--- src/rtl/ascon_round_ctrl_if.sv ---
// Bundle of all non-clock/reset signals of the ASCON round sequencer.
// master: the sequencer itself. slave: the register file / round engine side.
//
// Handshake semantics: load_state_o, round_start_o, update_state_o,
// finished_o and err_o are single-cycle strobes with no back-pressure.
// round_done_i is a level that the sequencer samples only while it is
// waiting for the round it last requested. start_i and abort_i are
// sampled on every rising clock edge.
interface ascon_round_ctrl_if;
  logic       start_i;
  logic [3:0] num_rounds_i;
  logic       abort_i;
  logic       round_done_i;
  logic       intr_clr_i;
  logic       busy_o;
  logic       load_state_o;
  logic       round_start_o;
  logic [3:0] round_idx_o;
  logic [7:0] rc_o;
  logic       update_state_o;
  logic       finished_o;
  logic       intr_o;
  logic       err_o;
  logic [2:0] dbg_state_o;

  modport master (
    input  start_i, num_rounds_i, abort_i, round_done_i, intr_clr_i,
    output busy_o, load_state_o, round_start_o, round_idx_o, rc_o,
           update_state_o, finished_o, intr_o, err_o, dbg_state_o
  );

  modport slave (
    output start_i, num_rounds_i, abort_i, round_done_i, intr_clr_i,
    input  busy_o, load_state_o, round_start_o, round_idx_o, rc_o,
           update_state_o, finished_o, intr_o, err_o, dbg_state_o
  );
endinterface

--- src/rtl/ascon_round_ctrl.sv ---
// Sequencer for the ASCON permutation: loads the state, issues one round
// request per round with its round constant, waits for the engine, then
// writes the state back and raises finished plus a sticky interrupt.
module ascon_round_ctrl #(
  parameter int MAX_ROUNDS = 12,
  parameter int TIMEOUT    = 255
) (
  input logic                clk_i,
  input logic                rst_i,
  ascon_round_ctrl_if.master bus
);

  localparam int CW = $clog2(TIMEOUT + 1);

  typedef enum logic [2:0] {
    IDLE   = 3'd0,
    LOAD   = 3'd1,
    ROUND  = 3'd2,
    WAIT   = 3'd3,
    UPDATE = 3'd4,
    DONE   = 3'd5
  } state_t;

  state_t        state_q, state_d;
  logic [3:0]    idx_q, idx_d;
  logic [CW-1:0] cnt_q, cnt_d;
  logic          err_q, err_d;
  logic          intr_q, intr_d;
  logic          start_ok;
  logic          busy;

  // A start is only accepted for a round count inside 1..MAX_ROUNDS.
  assign start_ok = (bus.num_rounds_i != 4'd0) &&
                    (bus.num_rounds_i <= 4'(MAX_ROUNDS));
  assign busy     = (state_q != IDLE);

  // State, round index, timeout counter and the two registered flags.
  always_ff @(posedge clk_i or posedge rst_i) begin
    if (rst_i) begin
      state_q <= IDLE;
      idx_q   <= 4'd0;
      cnt_q   <= '0;
      err_q   <= 1'b0;
      intr_q  <= 1'b0;
    end else begin
      state_q <= state_d;
      idx_q   <= idx_d;
      cnt_q   <= cnt_d;
      err_q   <= err_d;
      intr_q  <= intr_d;
    end
  end

  // Next-state logic; abort overrides everything while busy.
  always_comb begin
    state_d = state_q;
    idx_d   = idx_q;
    cnt_d   = cnt_q;
    err_d   = 1'b0;
    intr_d  = intr_q & ~bus.intr_clr_i;

    case (state_q)
      IDLE: begin
        // Abort together with start drops the start silently.
        if (bus.start_i && !bus.abort_i) begin
          if (start_ok) begin
            idx_d   = 4'(MAX_ROUNDS) - bus.num_rounds_i;
            state_d = LOAD;
          end else begin
            err_d = 1'b1;
          end
        end
      end
      LOAD: state_d = ROUND;
      ROUND: begin
        cnt_d   = '0;
        state_d = WAIT;
      end
      WAIT: begin
        if (bus.round_done_i) begin
          if (idx_q == 4'(MAX_ROUNDS - 1)) begin
            state_d = UPDATE;
          end else begin
            idx_d   = idx_q + 4'd1;
            state_d = ROUND;
          end
        end else if (cnt_q == CW'(TIMEOUT - 1)) begin
          // Engine never answered: give up without writing the state back.
          err_d   = 1'b1;
          state_d = IDLE;
        end else begin
          cnt_d = cnt_q + CW'(1);
        end
      end
      UPDATE: state_d = DONE;
      DONE: begin
        // Set wins over a coincident clear.
        intr_d  = 1'b1;
        state_d = IDLE;
      end
      default: state_d = IDLE;
    endcase

    // A second start while running is flagged but otherwise ignored.
    if (busy && bus.start_i) begin
      err_d = 1'b1;
    end

    if (busy && bus.abort_i) begin
      state_d = IDLE;
      err_d   = 1'b0;
      intr_d  = intr_q & ~bus.intr_clr_i;
    end
  end

  assign bus.busy_o         = busy;
  assign bus.load_state_o   = (state_q == LOAD);
  assign bus.round_start_o  = (state_q == ROUND);
  assign bus.update_state_o = (state_q == UPDATE);
  assign bus.finished_o     = (state_q == DONE);
  assign bus.round_idx_o    = busy ? idx_q : 4'd0;
  assign bus.rc_o           = busy ? {4'd15 - idx_q, idx_q} : 8'd0;
  assign bus.err_o          = err_q;
  assign bus.intr_o         = intr_q;
  assign bus.dbg_state_o    = state_q;

endmodule

--- src/flat_wrapper.sv ---
// flat-port wrapper written by rule: the top's interface ports become plain ports
module ascon_round_ctrl_flat 
#(
  parameter int MAX_ROUNDS = 12,
  parameter int TIMEOUT    = 255
)
  (clk_i, rst_i, bus_start_i, bus_num_rounds_i, bus_abort_i, bus_round_done_i, bus_intr_clr_i, bus_busy_o, bus_load_state_o, bus_round_start_o, bus_round_idx_o, bus_rc_o, bus_update_state_o, bus_finished_o, bus_intr_o, bus_err_o, bus_dbg_state_o);
  ascon_round_ctrl_if bus_i ();
  input logic clk_i;
  input logic rst_i;
  input wire logic [$bits(bus_i.start_i)-1:0] bus_start_i;
  input wire logic [$bits(bus_i.num_rounds_i)-1:0] bus_num_rounds_i;
  input wire logic [$bits(bus_i.abort_i)-1:0] bus_abort_i;
  input wire logic [$bits(bus_i.round_done_i)-1:0] bus_round_done_i;
  input wire logic [$bits(bus_i.intr_clr_i)-1:0] bus_intr_clr_i;
  output wire logic [$bits(bus_i.busy_o)-1:0] bus_busy_o;
  output wire logic [$bits(bus_i.load_state_o)-1:0] bus_load_state_o;
  output wire logic [$bits(bus_i.round_start_o)-1:0] bus_round_start_o;
  output wire logic [$bits(bus_i.round_idx_o)-1:0] bus_round_idx_o;
  output wire logic [$bits(bus_i.rc_o)-1:0] bus_rc_o;
  output wire logic [$bits(bus_i.update_state_o)-1:0] bus_update_state_o;
  output wire logic [$bits(bus_i.finished_o)-1:0] bus_finished_o;
  output wire logic [$bits(bus_i.intr_o)-1:0] bus_intr_o;
  output wire logic [$bits(bus_i.err_o)-1:0] bus_err_o;
  output wire logic [$bits(bus_i.dbg_state_o)-1:0] bus_dbg_state_o;
  assign bus_i.start_i = bus_start_i;
  assign bus_i.num_rounds_i = bus_num_rounds_i;
  assign bus_i.abort_i = bus_abort_i;
  assign bus_i.round_done_i = bus_round_done_i;
  assign bus_i.intr_clr_i = bus_intr_clr_i;
  assign bus_busy_o = bus_i.busy_o;
  assign bus_load_state_o = bus_i.load_state_o;
  assign bus_round_start_o = bus_i.round_start_o;
  assign bus_round_idx_o = bus_i.round_idx_o;
  assign bus_rc_o = bus_i.rc_o;
  assign bus_update_state_o = bus_i.update_state_o;
  assign bus_finished_o = bus_i.finished_o;
  assign bus_intr_o = bus_i.intr_o;
  assign bus_err_o = bus_i.err_o;
  assign bus_dbg_state_o = bus_i.dbg_state_o;
  ascon_round_ctrl #(.MAX_ROUNDS(MAX_ROUNDS), .TIMEOUT(TIMEOUT)) u_core (.clk_i(clk_i), .rst_i(rst_i), .bus(bus_i));
endmodule
--- config.mk ---
export PLATFORM = sky130hd
export DESIGN_NAME = ascon_round_ctrl_flat
export DESIGN_NICKNAME = d
export VERILOG_FILES = /design/src/rtl/ascon_round_ctrl_if.sv /design/src/rtl/ascon_round_ctrl.sv /design/src/flat_wrapper.sv
export SDC_FILE = /design/constraint.sdc
export NUM_CORES = 1
export LEC_CHECK = 0
export ABC_AREA = 1
export CORE_ASPECT_RATIO = 1.4
export CORE_MARGIN = 2
export CORE_UTILIZATION = 44
export DETAILED_ROUTE_END_ITERATION = 12
export PLACE_DENSITY_LB_ADDON = 0.05
export SYNTH_ARGS = -nofsm -noshare
export SYNTH_HDL_FRONTEND = slang
export SYNTH_SLANG_ARGS = --single-unit
--- constraint.sdc ---
create_clock -name clk_i -period 1.2 [get_ports clk_i]
set_input_delay 0.12 -clock clk_i [delete_from_list [all_inputs] [get_ports clk_i]]
set_output_delay 0.12 -clock clk_i [all_outputs]
set_load 0.01 [all_outputs]
==> key figures <==
Detailed routing
  – Routed vias: 1428
  – Iter 0 DRT Violations: 56
  – Vias per cell: 4.86
  – Remaining DRCs: 0
  – Drt pass-1 iters: 4
  – Drt wl/cell: 12.8 microns
  – WL final: 3.77 mm
  – ANT nets after route: 0

Floorplan
  – Core ar.: 2820 sq um
  – Initial cell density of the core: 45.1%
  – Die W: 49.5 microns
  – FP Rows: 23
  – Die Footprint: 3340 sq um
  – DIE HEIGHT: 67.6 microns
  – I/O pin count: 32

Finish
  – Storage cell area: 428 sq um
  – Multi-input logic area: 830 sq um
  – Most common cell after layout, fill and taps aside: nand2_1
  – Final nets: 272
  – Area delta synth->final: 61.1%
  – Non-Filler Instances: 294
  – Most frequent cells in the layout: 45 x nand2_1, 31 x buf_4, 22 x inv_1, 18 x nand3_1
  – Fillers: 228
  – Layout cell share with drive strength beyond 1: 42.8%
  – N_diodes: 0

GRT
  – First-pass GRT wire length: 6.10 mm
  – Largest net degree at the start of global routing: 18
  – Vias in the first global route: 1414
  – Initial antenna violation count: 0
  – Grt ovf: 0
  – Gr usage total: 24.1%

Logic synthesis
  – Combinational family with the most area after synthesis: simple AND/OR/NAND/NOR gates
  – Mapped Avg Cell Area: 6.80 sq um
  – Seq cells post-synth: 17
  – Adder-Cell Fraction of Synth Area: 3.93%
  – Post-Synth Simple-Gate Area: 38.2%
  – Synth warn: 0
  – Seq/Total Area, Yosys: 33.4%
  – Multiplexer share of the synthesized area: 0%
  – Post-synthesis compound-gate area fraction: 9.73%
  – Distinct cells, synth: 28
  – Syn nets: 201
  – Post-Synth XOR/XNOR Area: 1.38%
  – Post-Syn Area: 1270 sq um
  – Syn Inst Count: 187

Timing
  – Max-slew headroom: 83.4%
  – Final worst slack: -0.189 ns
  – # setup viols final: 34
  – Setup Skew: 0.00188 ns
  – Max Fclk: 0.720 GHz
  – Worst Max-Slew Pin Slew: 0.249 ns
  – RSZ-0062 raised after global routing: yes
  – Final Max Tran Viols: 0
  – Tmin final: 1.39 ns
  – Final Cycle Share: 116%
  – Final hold viol count: 0
  – Hold slack: 0.182 ns

Pwr
  – Maximum vdd drop: 1.39 mV
  – Pwr Density: 2050 nW/um^2
  – Pwr Total: 4.21 mW
  – Static leakage: 1.06 nW

Worst setup path
  – WP data required: 1.34 ns
  – Worst r2r src: u_core.bus.dbg_state_o[1]
  – Nature of the critical path startpoint: flip-flop
  – CP Class: flip-flop to flip-flop
  – Top cell by count, worst path: buf_6
  – Crit. End Element: flip-flop
  – Slowest cell delay on critical path: 0.43 ns
  – CP max stage cell: dfrtp_2
  – Register-to-Register Path Depth: 8
  – Max FO, Critical Path: 7
  – Crit path cell chain: buf_6, buf_6, nand4_4, inv_2, nor2_4, nand2_4, nor2_2, nor2_1
  – Worst Setup SP: u_core.bus.dbg_state_o[1]
  – CP arrival: 1.53 ns

Clock tree
  – CTS Sinks: 17
  – Later-pin clock latency in the skew report: 0.25 ns
  – Clock Path Buffers: 2
  – Root buf cell: clkbuf_8
  – Clock H-tree levels: 1
  – CTS tree: yes
  – Total clock buffers created by CTS: 3
  – Clk pin slew, worst setup/hold paths: 0.06 ns

Worst hold path
  – Worst min path class: input pin to async pin

Status
  – Failing checks: negative setup slack
  – Status: complete, but fails checks

Placement
  – Routability cong.: 0.878
  – Final HPWL DP: 2.67 mm
  – DP Cell Count: 280
  – IO Port Bufs: 31
  – Pre-CTS setup slack: -0.389 ns

Flow run
  – Maxcap violations: 0
-- synth_stat cells --
| master | count | area [sq um] |
|---|---|---|
| nor2_1 | 22 | 82.6 |
| nand4_1 | 2 | 12.5 |
| nand3b_1 | 1 | 7.51 |
| o21ai_1 | 1 | 5.00 |
| nand2_1 | 54 | 203 |
| buf_4 | 7 | 52.6 |
| a21oi_1 | 3 | 15.0 |
| nand2_4 | 1 | 11.3 |
| o211ai_1 | 1 | 7.51 |
| o21ai_2 | 2 | 17.5 |
| o21bai_2 | 1 | 11.3 |
| nor2_4 | 2 | 22.5 |
| inv_1 | 25 | 93.8 |
| o21ai_0 | 8 | 40.0 |
| nand4_2 | 1 | 12.5 |
| dfrtp_1 | 17 | 425 |
| nand2_2 | 2 | 12.5 |
| ha_1 | 4 | 50.1 |
| nand3_1 | 19 | 95.1 |
| nand3_2 | 1 | 10.0 |
| inv_2 | 3 | 11.3 |
| xnor2_1 | 1 | 8.76 |
| nor3_1 | 1 | 5.00 |
| nor2_2 | 2 | 12.5 |
| o22ai_1 | 2 | 12.5 |
| xor2_1 | 1 | 8.76 |
| buf_6 | 1 | 11.3 |
| o21bai_1 | 2 | 15.0 |
-- state kept, by name, summed over array words and instances (netlist names) --
| name | cells |
|---|---|
| u_core.bus.dbg_state_o | 3 |
| u_core.cnt_q | 8 |
| u_core.idx_q | 4 |
| u_core.bus.intr_o | 1 |
| u_core.bus.err_o | 1 |
-- through the flow --
stage	setup TNS, ns	utilization, %	area (sq um)
final	-4.70	72.7	2050
after global routing	-6.59	72.7	2050
after CTS	-4.67	68.9	1940
after detailed placement	-8.54	64.7	1830
after global placement	-7.65	64.7	1830
after floorplan	-0.524	-	1300
-- path summary, 6_finish.rpt --
kind | slack [ns] | end
max in group asynchronous | 0.81 | u_core.bus.dbg_state_o[1]
worst min register to register | 0.52 | u_core.idx_q[3]
worst max register to register | -0.19 | u_core.cnt_q[0]
worst min-delay path | 0.18 | u_core.cnt_q[7]
worst max-delay path | -0.19 | u_core.cnt_q[0]
min in group clk_i | 0.43 | u_core.bus.intr_o
-- per-layer routing --
metal | track usage [%] | share of wire (%) | up-vias | wire length, microns
li1 | - | - | 728 | -
met1 | 24.4 | 38 | 675 | 1450
met2 | 48.8 | 59 | 21 | 2210
met3 | 1.99 | 1.3 | 4 | 49
met4 | 12.5 | 1.7 | 0 | 63
met5 | 0 | 0 | - | 0
-- where the power goes --
part	internal [mW]	total (mW)	switching, mW
Combinational	1.36	2.93	1.56
Sequential	0.713	0.864	0.152
Clock	0.235	0.419	0.184
-- kinds of logic after synthesis --
group,after synthesis
DFF,17
xor gates and xnor gates,2
AOI/OAI and AO/OA,20
adders and majority gates,4
buffers and inverters,36
and+or+nand+nor,108
-- critical path: cells and delay by family, from the launching register on --
family | cells | cell delay (ns)
flops | 1 | 0.43
simple gates | 5 | 0.55
buf+inv | 3 | 0.30
-- what timing repair did --
action / 4_1_cts / 5_1_grt
buffers inserted: 5 / 4
endpoints found under the setup margin: 38 / 36
hold buffers: 0 / 0
resized for setup: 112 / 30
pin swaps: 10 / 13
gates cloned: 1 / 1
-- final cells by class --
cell class | instances | share of cell area (%)
clock buffer | 4 | 2.20
timing repair buffer | 72 | 28.1
tap | 37 | 2.26
sequential | 17 | 20.9
inverter | 28 | 5.74
timing repair inverter | 1 | 0.305
multi-input combinational | 135 | 40.5
No activity file was read; power rests on OpenSTA's default activity.
==> variant 1, RTL diff (same flow settings) <==
Reset style: synchronous (`rst_i`), changed in one clocked block.
--- a/src/rtl/ascon_round_ctrl.sv
+++ b/src/rtl/ascon_round_ctrl.sv
@@ -35,7 +35,7 @@
   assign busy     = (state_q != IDLE);
 
   // State, round index, timeout counter and the two registered flags.
-  always_ff @(posedge clk_i or posedge rst_i) begin
+  always_ff @(posedge clk_i) begin
     if (rst_i) begin
       state_q <= IDLE;
       idx_q   <= 4'd0;
Check against the original RTL: differs if rst_i is asserted again (counterexample within 4 cycles, from zero or initial values and one cycle with rst_i high); with rst_i held inactive, the same outputs for 10 cycles.
==> variant 1 against the original RTL <==
The flow still finishes with violations (negative setup slack). Count of clock-buffer cells in the layout decreased by 1. Non-clock buffer count increased by 18. Sequential cell count unchanged. Area after synthesis increased by 3.7%. Routed wire length increased by 47%. Cell area increased by 20%. Critical path depth decreased by 3. Setup slack improved by 13 ps. Global-route usage increased by 4.2 points. Synthesized cell count increased by 10%. Critical path type is now reg2out. Critical endpoint is now bus_round_idx_o[3]. Highest routed layer unchanged.
Power is not compared: it rests on default switching activity, and its combinational part moved more than twofold at a synthesized area within 25%.
==> variant 1: results <==
{
  "synth_compound_area_share_pct": 12.9,
  "finalSetupViolCount": 33,
  "clk_latency_ps": 270,
  "stdcell_count": 331,
  "grt_util_all_layers_pct": 28.4,
  "wl_microns": 5530,
  "crit_slowest_cell": "dfxtp_4",
  "yosys.area_share.xor_xnor_pct": 1.33,
  "drt_iter0_drc": 55,
  "synthCells": 206,
  "setup_ws_ps": -176,
  "first_pass_iters": 5,
  "tightest_slew_ps": 352,
  "drive_gt1_share_pct": 54.4,
  "synth_adder_area_share_pct": 3.79,
  "fillers": 140,
  "routabilityCongestion": 0.921,
  "crit_fanout": 4,
  "synth_nets": 220,
  "arrival_ps": 1260,
  "violations": "negative setup slack",
  "dp.cells": 311,
  "placed_area_sq_mm": 0.00198,
  "status": "finished, violations left",
  "dpl_worst_slack_ps": -456,
  "num_vias": 1806,
  "grt_pass1_wl_microns": 7430,
  "grt_pass1_vias": 1693
}
variant 1: changes by cell type after synthesis, sizes merged, moves of 3 or more:
cell	delta
inv	+3
dfrtp	-17
a21oi	+10
nand2	+8
nor2	+9
dfxtp	+17
nand3	-7
variant 1: report_power, final:
part,internal [W],switching [W]
logic,0.000636,0.000741
clock network,0.000232,0.000220
registers,0.000616,0.0000531
variant 1: stage by stage:
stage               hold WS, ps  TNS (ps)
finish                      490     -3900
global route                493     -5410
CTS                         476     -2800
detailed placement          471     -6490
global placement            452     -5400
floorplan                   261      -268
variant 1: routing by layer:
metal	vias to the layer above	GRT usage (%)	share of wire [%]
met2	88	61.5	56
met3	45	2.59	4.1
li1	818	-	-
met4	0	12.5	7.4
met1	855	26.0	32
met5	-	0	0
variant 1: kinds of logic (layout without fill, tap and decap cells):
family                   after synthesis  count (layout)
buffers and inverters                 38             125
adder cells (fa/ha/maj)                4               4
AO/OA/AOI/OAI                         27              27
flip-flops                            17              17
XOR/XNOR                               2               2
AND/OR/NAND/NOR                      118             119
variant 1: area by class of cell:
cell class / count / area (sq um) / area share, %
multi-input combinational: 152 / 1100 / 44.5
clock inverter: 1 / 5.00 / 0.203
timing repair buffer: 90 / 790 / 32.0
tap: 37 / 46.3 / 1.88
inverter: 31 / 129 / 5.23
clock buffer: 3 / 41.3 / 1.68
sequential: 17 / 358 / 14.5
variant 1: critical path: cells and delay by family (launching register included):
family	cells	cell delay [ps]
flops	1	370
simple gates	2	200
buf+inv	3	430
variant 1: repair_timing:
action	in CTS	in global routing
buffers inserted	11	4
endpoints found under the setup margin	38	33
hold buffers	0	0
pin swaps	20	14
resized for setup	130	47
cloned	1	0
variant 1: worst paths after layout:
| kind | startpoint | endpoint | slack, ps | cells past startpoint |
|---|---|---|---|---|
| worst min register to register | u_core.bus.intr_o$_SDFF_PP0_ | u_core.bus.intr_o$_SDFF_PP0_ | 490 | 2 |
| worst max register to register | u_core.bus.dbg_state_o[2]$_SDFFE_PP0P_ | u_core.idx_q[3]$_SDFFE_PP0P_ | -170 | 10 |
| worst min-delay path | u_core.bus.intr_o$_SDFF_PP0_ | u_core.bus.intr_o$_SDFF_PP0_ | 490 | 2 |
| worst max-delay path | u_core.bus.dbg_state_o[2]$_SDFFE_PP0P_ | bus_round_idx_o[3] | -180 | 5 |
==> variant 2, RTL diff (config.mk and constraints unchanged) <==
Made on the original files. `MAX_ROUNDS` is set to 12 in 2 places; all go to 6.
--- a/src/rtl/ascon_round_ctrl.sv
+++ b/src/rtl/ascon_round_ctrl.sv
@@ -2,7 +2,7 @@
 // request per round with its round constant, waits for the engine, then
 // writes the state back and raises finished plus a sticky interrupt.
 module ascon_round_ctrl #(
-  parameter int MAX_ROUNDS = 12,
+  parameter int MAX_ROUNDS = 6,
   parameter int TIMEOUT    = 255
 ) (
   input logic                clk_i,
--- a/src/flat_wrapper.sv
+++ b/src/flat_wrapper.sv
@@ -1,7 +1,7 @@
 // flat-port wrapper written by rule: the top's interface ports become plain ports
 module ascon_round_ctrl_flat 
 #(
-  parameter int MAX_ROUNDS = 12,
+  parameter int MAX_ROUNDS = 6,
   parameter int TIMEOUT    = 255
 )
   (clk_i, rst_i, bus_start_i, bus_num_rounds_i, bus_abort_i, bus_round_done_i, bus_intr_clr_i, bus_busy_o, bus_load_state_o, bus_round_start_o, bus_round_idx_o, bus_rc_o, bus_update_state_o, bus_finished_o, bus_intr_o, bus_err_o, bus_dbg_state_o);
Behaviour: not the same (a bounded check fails within 4 cycles, from zero or initial values and one cycle with rst_i high).
==> variant 2 against the original RTL <==
The run still ends with negative setup slack left. Synthesized cell count fell by 2.7%. Global-route usage rose by 3.0 points. Sequential cell count did not move. Area after synthesis fell by 1.3%. Cell area rose by 7.9%. Sequential share of layout area fell by 1.5 points. Count of clock-buffer cells in the layout fell by 1. Cell count rose by 3.4%. Setup slack got worse by 170 ps. Clock power fell by 18%. Power fell by 0.60%. Routed wire length rose by 21%.
==> variant 2: results <==
{
  "status": "finished, violations left",
  "violations": "negative setup slack",
  "placed_area_sq_mm": 0.00190,
  "grt_util_met1_pct": 27.7,
  "fillers": 168,
  "syn_avg_cell_area_sq_um": 6.90,
  "grt_pass1_vias": 1648,
  "grt_util_all_layers_pct": 27.2,
  "ir_drop_mv": 1.31,
  "synth_nets": 199,
  "setup_ws_ps": -358,
  "power_frac_seq_pct": 21.1,
  "tns_ps": -9500,
  "reg2reg_depth": 10,
  "dp.cells": 285,
  "finalSetupViolCount": 34,
  "wl_met3_microns": 152,
  "synth.area.top_cells": "dfrtp_1, nand2_1, nand3_1",
  "worst_hold_slack_ps": 116,
  "r2r_end": "u_core.idx_q[1]$_DFFE_PP0P_",
  "grt_pass1_wl_microns": 7020,
  "wl_met2_microns": 2600,
  "wl_met1_microns": 1660,
  "crit_fanout": 6,
  "drive_gt1_share_pct": 49.3,
  "use_met3_pct": 2.88,
  "cp-startpoint": "u_core.bus.dbg_state_o[2]$_DFFE_PP0P_"
}
## variant 2: cell families (layout without fill, tap and decap cells)
kind of cell               after synthesis  in the layout  share of synthesized area (%)
buffers and inverters                   34            119                           12.5
DFF                                     17             17                           33.9
AOI/OAI and AO/OA                       14             14                           6.28
adders and majority gates                7              7                           6.97
and+or+nand+nor                        106            107                           37.6
xor gates and xnor gates                 4              4                           2.79
## variant 2: timing repair
action,in CTS,in global routing
pin swaps,14,11
cloned,3,0
gates resized for setup,117,31
setup buffers,11,3
endpoints found under the setup margin,38,36
## variant 2: worst max-delay path: stages (launching register included)
cell        delay [ps]
dfrtp_1            440
buf_6              140
inv_4               50
nand2_8             70
clkinvlp_4         130
buf_4              160
buf_4              130
nand2_4             90
nand2_4             70
nand2_1             90
nand2_1             60
## variant 2: layout make-up
class	count	area share (%)
repair buffers	86	30.5
clock buffers	3	1.02
clock inverters	1	0.226
repair inverters	2	0.622
multi-input cells	132	41.1
flip-flops and latches	17	19.3
inverters	27	5.15
well taps	36	2.04
